[src/rtl/key_conditioner_pkg.sv]
// Shared constants and types for the key conditioning front end.
package key_conditioner_pkg;

    // System clock frequency of the board.
    localparam int CLK_HZ = 50_000_000;

    // Convert a duration in milliseconds to a count of CLK_HZ cycles.
    function automatic int ms_to_cycles(input int ms);
        return (CLK_HZ / 1000) * ms;
    endfunction

    // Auto-repeat state of one key channel.
    typedef enum logic [1:0] {
        IDLE  = 2'd0,
        DELAY = 2'd1,
        RATE  = 2'd2
    } rpt_state_e;

endpackage

[src/rtl/key_conditioner_channel.sv]
// One key channel: 2-flop synchroniser, counter debounce, press/release
// pulse generation and an optional auto-repeat FSM for held keys.
module key_conditioner_channel
    import key_conditioner_pkg::*;
#(
    parameter int DEBOUNCE_CYCLES = 500000,
    parameter int REPEAT_EN       = 0,
    parameter int REPEAT_DELAY    = 25000000,
    parameter int REPEAT_RATE     = 5000000
) (
    input  logic clk_i,
    input  logic rst_ni,
    input  logic key_n_i,
    output logic level_o,
    output logic level_next_o,
    output logic press_o,
    output logic release_o
);

    localparam int CNT_W = (DEBOUNCE_CYCLES > 2) ? $clog2(DEBOUNCE_CYCLES) : 1;
    localparam logic [CNT_W-1:0] CNT_LAST = CNT_W'(DEBOUNCE_CYCLES - 1);

    // Reject parameter sets the counters cannot represent.
    if (DEBOUNCE_CYCLES < 2 || REPEAT_DELAY < 1 || REPEAT_RATE < 1) begin : g_param_check
        $error("key_conditioner_channel: illegal timing parameters");
    end

    logic [1:0]       sync_q;
    logic             s_key;
    logic             level_q;
    logic             level_d;
    logic [CNT_W-1:0] cnt_q;
    logic [CNT_W-1:0] cnt_d;
    logic             rise_d;
    logic             fall_d;
    logic             edge_press_q;
    logic             release_q;
    logic             rpt_pulse;

    // Synchroniser holds the raw active-low key; reset value 1 means released.
    always_ff @(posedge clk_i or negedge rst_ni) begin
        if (!rst_ni) begin
            sync_q <= 2'b11;
        end else begin
            sync_q <= {sync_q[0], key_n_i};
        end
    end

    assign s_key = ~sync_q[1];

    // Count consecutive samples that disagree with the accepted level.
    always_comb begin
        cnt_d   = '0;
        level_d = level_q;
        if (s_key != level_q) begin
            if (cnt_q == CNT_LAST) begin
                level_d = s_key;
            end else begin
                cnt_d = cnt_q + 1'b1;
            end
        end
    end

    assign rise_d = level_d & ~level_q;
    assign fall_d = level_q & ~level_d;

    // Debounced level plus registered edge pulses.
    always_ff @(posedge clk_i or negedge rst_ni) begin
        if (!rst_ni) begin
            level_q      <= 1'b0;
            cnt_q        <= '0;
            edge_press_q <= 1'b0;
            release_q    <= 1'b0;
        end else begin
            level_q      <= level_d;
            cnt_q        <= cnt_d;
            edge_press_q <= rise_d;
            release_q    <= fall_d;
        end
    end

    if (REPEAT_EN != 0) begin : g_repeat
        localparam int TMR_SPAN = (REPEAT_DELAY > REPEAT_RATE) ? REPEAT_DELAY : REPEAT_RATE;
        localparam int TMR_W    = (TMR_SPAN > 2) ? $clog2(TMR_SPAN) : 1;
        localparam logic [TMR_W-1:0] DELAY_LAST = TMR_W'(REPEAT_DELAY - 1);
        localparam logic [TMR_W-1:0] RATE_LAST  = TMR_W'(REPEAT_RATE - 1);

        rpt_state_e       state_q;
        logic [TMR_W-1:0] timer_q;
        logic             rpt_q;

        // Auto-repeat: initial delay after the accepted press, then a fixed
        // rate; a falling level cancels immediately without a final pulse.
        always_ff @(posedge clk_i or negedge rst_ni) begin
            if (!rst_ni) begin
                state_q <= IDLE;
                timer_q <= '0;
                rpt_q   <= 1'b0;
            end else begin
                rpt_q <= 1'b0;
                case (state_q)
                    IDLE: begin
                        if (rise_d) begin
                            state_q <= DELAY;
                            timer_q <= '0;
                        end
                    end
                    DELAY: begin
                        if (fall_d) begin
                            state_q <= IDLE;
                        end else if (timer_q == DELAY_LAST) begin
                            rpt_q   <= 1'b1;
                            state_q <= RATE;
                            timer_q <= '0;
                        end else begin
                            timer_q <= timer_q + 1'b1;
                        end
                    end
                    RATE: begin
                        if (fall_d) begin
                            state_q <= IDLE;
                        end else if (timer_q == RATE_LAST) begin
                            rpt_q   <= 1'b1;
                            timer_q <= '0;
                        end else begin
                            timer_q <= timer_q + 1'b1;
                        end
                    end
                    default: begin
                        state_q <= IDLE;
                        timer_q <= '0;
                    end
                endcase
            end
        end

        assign rpt_pulse = rpt_q;
    end else begin : g_no_repeat
        assign rpt_pulse = 1'b0;
    end

    assign level_o      = level_q;
    assign level_next_o = level_d;
    assign press_o      = edge_press_q | rpt_pulse;
    assign release_o    = release_q;

endmodule

[src/rtl/key_conditioner.sv]
// N-channel push-button conditioner: turns raw active-low board keys into
// clean debounced levels and one-cycle press/release events.
module key_conditioner
    import key_conditioner_pkg::*;
#(
    parameter int N_KEYS          = 3,
    parameter int DEBOUNCE_CYCLES = 500000,
    parameter int REPEAT_EN       = 0,
    parameter int REPEAT_DELAY    = 25000000,
    parameter int REPEAT_RATE     = 5000000
) (
    input  logic              CLOCK_50,
    input  logic              resetn,
    input  logic [N_KEYS-1:0] KEY_N,
    output logic [N_KEYS-1:0] key_level,
    output logic [N_KEYS-1:0] press_pulse,
    output logic [N_KEYS-1:0] release_pulse,
    output logic              any_pressed
);

    logic [N_KEYS-1:0] level_next;
    logic              any_pressed_q;

    for (genvar gi = 0; gi < N_KEYS; gi++) begin : g_chan
        key_conditioner_channel #(
            .DEBOUNCE_CYCLES (DEBOUNCE_CYCLES),
            .REPEAT_EN       (REPEAT_EN),
            .REPEAT_DELAY    (REPEAT_DELAY),
            .REPEAT_RATE     (REPEAT_RATE)
        ) u_chan (
            .clk_i        (CLOCK_50),
            .rst_ni       (resetn),
            .key_n_i      (KEY_N[gi]),
            .level_o      (key_level[gi]),
            .level_next_o (level_next[gi]),
            .press_o      (press_pulse[gi]),
            .release_o    (release_pulse[gi])
        );
    end

    // OR of the next-state levels so any_pressed lines up with key_level.
    always_ff @(posedge CLOCK_50 or negedge resetn) begin
        if (!resetn) begin
            any_pressed_q <= 1'b0;
        end else begin
            any_pressed_q <= |level_next;
        end
    end

    assign any_pressed = any_pressed_q;

endmodule
[config.mk]
export PLATFORM = sky130hd
export DESIGN_NAME = key_conditioner
export DESIGN_NICKNAME = d
export VERILOG_FILES = /design/src/rtl/key_conditioner_pkg.sv /design/src/rtl/key_conditioner_channel.sv /design/src/rtl/key_conditioner.sv
export SDC_FILE = /design/constraint.sdc
export NUM_CORES = 1
export LEC_CHECK = 0
export ABC_CLOCK_PERIOD_IN_PS = 5500
export CORE_MARGIN = 1
export CORE_UTILIZATION = 40
export CTS_CLUSTER_SIZE = 20
export DETAILED_ROUTE_END_ITERATION = 7
export GPL_ROUTABILITY_DRIVEN = 0
export GPL_TIMING_DRIVEN = 1
export SYNTH_ARGS = -nofsm -noshare
export SYNTH_HDL_FRONTEND = slang
export SYNTH_SLANG_ARGS = --single-unit
[constraint.sdc]
create_clock -name CLOCK_50 -period 5.5 [get_ports CLOCK_50]
set_input_delay 1.65 -clock CLOCK_50 [delete_from_list [all_inputs] [get_ports CLOCK_50]]
set_output_delay 1.65 -clock CLOCK_50 [all_outputs]
set_load 0.01 [all_outputs]
==> metrics.yaml <==
skew_ns: 0.01051
r2r_start: "g_chan[0].u_chan.cnt_q[12]"
yosys.area.top_type: "dfrtp_1"
cts_resized: 0
crit_required_ns: 3.85
syn_nets: 328
max_slew_margin_pct: 47.97
slew_violations: 0
vias: 2135
num_antenna_cells: 0
top_usage_layer: "met2"
critPathCaptureType: "primary output"
min_from: "g_chan[0].u_chan.sync_q[0]"
synthSimpleGateAreaFrac_pct: 23.80
synth_xor_area_share_pct: 14.02
min_path_type: "reg -> reg"
post_cts_buffers: 0
layout_common_cells: "70 x nor2_1, 67 x dfrtp_1, 34 x xor2_1"
antenna_found_initial: 0
slowest_stage: "clkdlybuf4s50_1"
cp.arrival_ns: 1.34
cp_num_cells: 1
crit_family: "buffers and inverters"
io_pins: 15
clk_latency_ns: 0.34
clk_path_buf_depth: 2
num-fill-cells: 753
grt.total_usage_pct: 14.75
grt_overflow_total: 0
synthMuxAreaShare_pct: 1.284
netlist_area_sq_mm: 0.003312
synthTopCellsByArea: "dfrtp_1 51%, xor2_1 9.0%, nor2_1 7.9%"
wirelength_um: 5458
drv_cap: 0
min_path_cells: 0
syn_to_final_growth_pct: 11.82
worst_slew_pin_slew_ns: 0.7733
rsz0062_at_grt: "no"
dieArea_sq_mm: 0.008648
cts_root_buf: "clkbuf_8"
finalNonFillerCells: 437
drt_first_pass_iters: 4
hpwl_um: 3621
cpPeakStageDelay_ns: 0.57
synth_ff_type: "dfrtp_1"
final.setup.tns_ns: 0
grt_use_met3_pct: 3.659
grt_pass1_wl_um: 9963
drive_above_1_share_pct: 8.955
synth_compound_area_share_pct: 0.3022
p_per_area_mw_per_mm2: 284.5
die_w_um: 93.00
critPathMaxFanout: 5
hold_viol: 0
start_util_pct: 42.20
critical_path_class: "reg -> out"
routedWlPerCell_um: 12.49
nets: 338
synth-seq-cells: 73
cts_tree: "yes"
cts_hold_buf: 0
finalCritPeriodShare_pct: 54.43
clk_pin_slew_worst_paths_ns: 0.08
total_power_w: 0.001054
ir_drop_mv: 0.1404
drt-initial-drc-count: 89
holdPathEnd: "g_chan[0].u_chan.sync_q[1]"
cts_htree_levels: 3
period_minus_slack_ns: 2.994
core_area_sq_mm: 0.007848
vias_per_cell: 4.886
use_met1_pct: 19.26
port_buffers: 14
dp.cells: 421
ys_types: 34
p_leak_nw: 1.572
seq_area_frac_synth_pct: 55.38
drtAntennaViolNets: 0
drc_errors: 0
fmax_mhz: 334.1
rrSetupSlack_ns: 2.65
synth-edff-count: 0
setup_viol: 0
synthArstFlopShare_pct: 100.0
final_common_cell: "nor2_1"
dp_slack_ns: 2.657
ys_warn_count: 0
reg2reg_depth: 5
final_critical_path_setup_slack_ns: 2.506
worstPathCellList: "clkdlybuf4s50_1"
numCtsBuffers: 9
grt_max_degree: 55
grt_pass1_vias: 2206
avgSynthCellArea_sq_um: 10.35
status: "complete, no violations"
r2r_end: "any_pressed"
grt_util_met2_pct: 23.41
critPathBufInv: 1
clock_sinks: 73
die_y_um: 93.00
synth_top_area_share_pct: 50.62
row_count: 32
synthCells: 320
synth_top_family_by_area: "simple AND/OR/NAND/NOR gates"
synthAdderAreaFrac_pct: 1.133
worstSetupStartpointType: "register"
Yosys cell counts, types with 3 or more instances:
cell type  number
and3_1          8
buf_4          10
clkbuf_1        5
dfrtp_1        67
dfstp_2         6
ha_1            3
inv_1           8
nand2_1        21
nand3_1        20
nand4_1        13
nor2_1         70
nor3_1          4
nor4_1          6
or4_1           3
xnor2_1        19
xor2_1         34
final cells by class:
| type | count | area [sq um] | area share [%] |
|---|---|---|---|
| Tap cell | 102 | 127.6 | 3.446 |
| Multi-Input combinational cell | 223 | 1343 | 36.25 |
| Inverter | 8 | 30.03 | 0.8108 |
| Timing Repair Buffer | 15 | 142.6 | 3.851 |
| Clock buffer | 9 | 123.9 | 3.345 |
| Clock inverter | 7 | 102.6 | 2.770 |
| Sequential cell | 73 | 1834 | 49.53 |
routing by layer:
metal | vias to the layer above | share of wire [%]
met5 | - | 0
met4 | 0 | 1.7
met3 | 7 | 2.0
met2 | 26 | 46
met1 | 1030 | 50
li1 | 1072 | -
per-stage QoR:
stage | utilization (%) | hold WS (ns) | instance area (sq um)
after global routing | 47.19 | 0.3676 | 3704
after global placement | 44.31 | 0.3454 | 3477
final | 47.19 | 0.3601 | 3704
after CTS | 47.19 | 0.3618 | 3704
after detailed placement | 44.31 | 0.3490 | 3477
after floorplan | - | 0.3452 | 3312
kinds of logic after synthesis:
| family | after synthesis |
|---|---|
| and+or+nand+nor | 162 |
| DFF | 73 |
| xor gates and xnor gates | 53 |
| buffers and inverters | 24 |
| muxes | 3 |
| adders and majority gates | 3 |
| AOI/OAI and AO/OA | 2 |
sequential cells by signal, indices dropped and copies added, names as in the netlist:
name / flops
any_pressed: 1
g_chan.u_chan.press_o: 3
g_chan.u_chan.release_o: 3
g_chan.u_chan.cnt_q: 57
g_chan.u_chan.sync_q: 6
g_chan.u_chan.level_o: 3
power by group:
part	total (W)	switching, W	internal, W
combinational	0.0000308	0.0000215	0.00000929
clock	0.000470	0.000211	0.000259
sequential	0.000553	0.00000737	0.000546
total	0.00105	0.000239	0.000814
worst max path at each step:
stage                                           from            to
after floorplan           g_chan[0].u_chan.cnt_q[12]   any_pressed
after global placement    g_chan[0].u_chan.cnt_q[12]   any_pressed
after detailed placement  g_chan[0].u_chan.cnt_q[12]   any_pressed
after CTS                   g_chan[0].u_chan.level_o  key_level[0]
after global routing        g_chan[0].u_chan.level_o  key_level[0]
final                       g_chan[0].u_chan.level_o  key_level[0]
Power figures use the tool's default switching activity.
==> RTL change: new RTL, config.mk and constraints unchanged <==
`REPEAT_EN` is set to 0 in 2 places; all go to 1.
--- a/src/rtl/key_conditioner_channel.sv
+++ b/src/rtl/key_conditioner_channel.sv
@@ -4,7 +4,7 @@
     import key_conditioner_pkg::*;
 #(
     parameter int DEBOUNCE_CYCLES = 500000,
-    parameter int REPEAT_EN       = 0,
+    parameter int REPEAT_EN       = 1,
     parameter int REPEAT_DELAY    = 25000000,
     parameter int REPEAT_RATE     = 5000000
 ) (
--- a/src/rtl/key_conditioner.sv
+++ b/src/rtl/key_conditioner.sv
@@ -5,7 +5,7 @@
 #(
     parameter int N_KEYS          = 3,
     parameter int DEBOUNCE_CYCLES = 500000,
-    parameter int REPEAT_EN       = 0,
+    parameter int REPEAT_EN       = 1,
     parameter int REPEAT_DELAY    = 25000000,
     parameter int REPEAT_RATE     = 5000000
 ) (
Formal check against the unedited RTL: same outputs for any inputs over 10 cycles, from zero or initial values and one cycle with resetn low; that may be too few to reach the edited logic, so the function may still have changed.
==> RTL change against the original RTL <==
- via count rose to 3.2 times the old value
- setup slack worse by 0.32 ns
- routed wire length grew to 3.3 times the old value
- design area grew to 2.6 times the old value
- synthesized area grew to 2.6 times the old value
- clock skew increased by 0.0024 ns
- power rose by 130%
- sequential cell count up 84
- critical endpoint is now g_chan[0].u_chan.g_repeat.timer_q[24]$_DFFE_PN0P_
==> RTL change: results (changes against the original RTL) <==
metric	value	unit	change
outcome	finished, final reports clean		unchanged
Fin Clk Skew	0.01288	ns	was 0.01051 ns
first-pass GRT wire length	31630	µm	was 9963 µm
maximum vdd ir drop	196.6	µV	was 140.4 µV
layout overhead on the synthesized area	10.75	%	was 11.82%
comb_multi_in	686		was 223
pin count of the biggest net entering global routing	86		was 55
R2R cell count	8		was 5
H-tree depth	4		was 3
total CTS buffers	17		was 9
first-pass detailed-route iteration total	5		was 4
placed cell area	8947	µm²	was 3477 µm²
biggest regs	g_chan.u_chan.g_repeat.timer_q (75), g_chan.u_chan.cnt_q (57)		was g_chan.u_chan.cnt_q (57), g_chan.u_chan.sync_q (6)
Yosys cell types	70		was 34
max frequency	302.0	MHz	was 334.1 MHz
dpl ws	2.179	ns	was 2.657 ns
Largest delay share family, worst path	simple AND/OR/NAND/NOR gates		was buffers and inverters
Seq cells	157		was 73
slew margin rel.	40.09	%	was 47.97%
Buffers excl. clock	21		was 15
sequential share of power	49.3	%	was 52.5%
Post-Synthesis Cells	925		was 320
Largest stage delay, worst path	0.72	ns	was 0.57 ns
Hold Path End	g_chan[2].u_chan.sync_q[1]$_DFF_PN1_		was g_chan[0].u_chan.sync_q[1]$_DFF_PN1_
CP startpoint	g_chan[0].u_chan.cnt_q[0]$_DFF_PN0_		was g_chan[0].u_chan.level_o$_DFF_PN0_
sequential share of the synthesized area	45.77	%	was 55.38%
switching part of the total power	23.65	%	was 22.73%
final WL	18060	µm	was 5458 µm
Total GRT Usage	17.51	%	was 14.75%
clk_lat worst skew	0.43	ns	was 0.34 ns
fraction of area in registers	41.33	%	was 49.53%
CP Capture Point	g_chan[0].u_chan.g_repeat.timer_q[24]$_DFFE_PN0P_		was key_level[0]
Worst path slowest cell	or2_1		was clkdlybuf4s50_1
fillers	2000		was 753
area occupied by multi-input gates	4295	µm²	was 1343 µm²
CTS Root Cell	clkbuf_16		was clkbuf_8
Syn Nets	945		was 328
Non-clk invs	44		was 8
Critical Path AT	3.58	ns	was 1.34 ns
ClkCell Share	6.056	%	was 6.115%
initial DRC count	347		was 89
[RTL change: through the flow]
step	hold WS, ns	power [µW]
floorplan	0.3452	1205
global placement	0.3453	1239
detailed placement	0.3472	1238
CTS	0.3548	2410
global route	0.3588	2458
finish	0.3527	2374
[RTL change: metal layers]
metal	part of all wire (%)	vias up	GRT usage, %
met3	2.4	21	2.853
li1	-	3354	-
met2	46	73	28.55
met1	50	3300	23.55
met4	1.5	0	5.928
met5	0	-	0
[RTL change: logic make-up (layout without fill, tap and decap cells)]
family / Yosys count / in the layout / share of synthesized area [%]
simple gates: 418 / 418 / 25.21
compound gates: 196 / 196 / 16.63
flops: 157 / 157 / 45.77
buf+inv: 82 / 97 / 4.321
xor+xnor: 54 / 54 / 5.500
fa+ha+maj: 15 / 15 / 2.182
mux: 3 / 3 / 0.3783
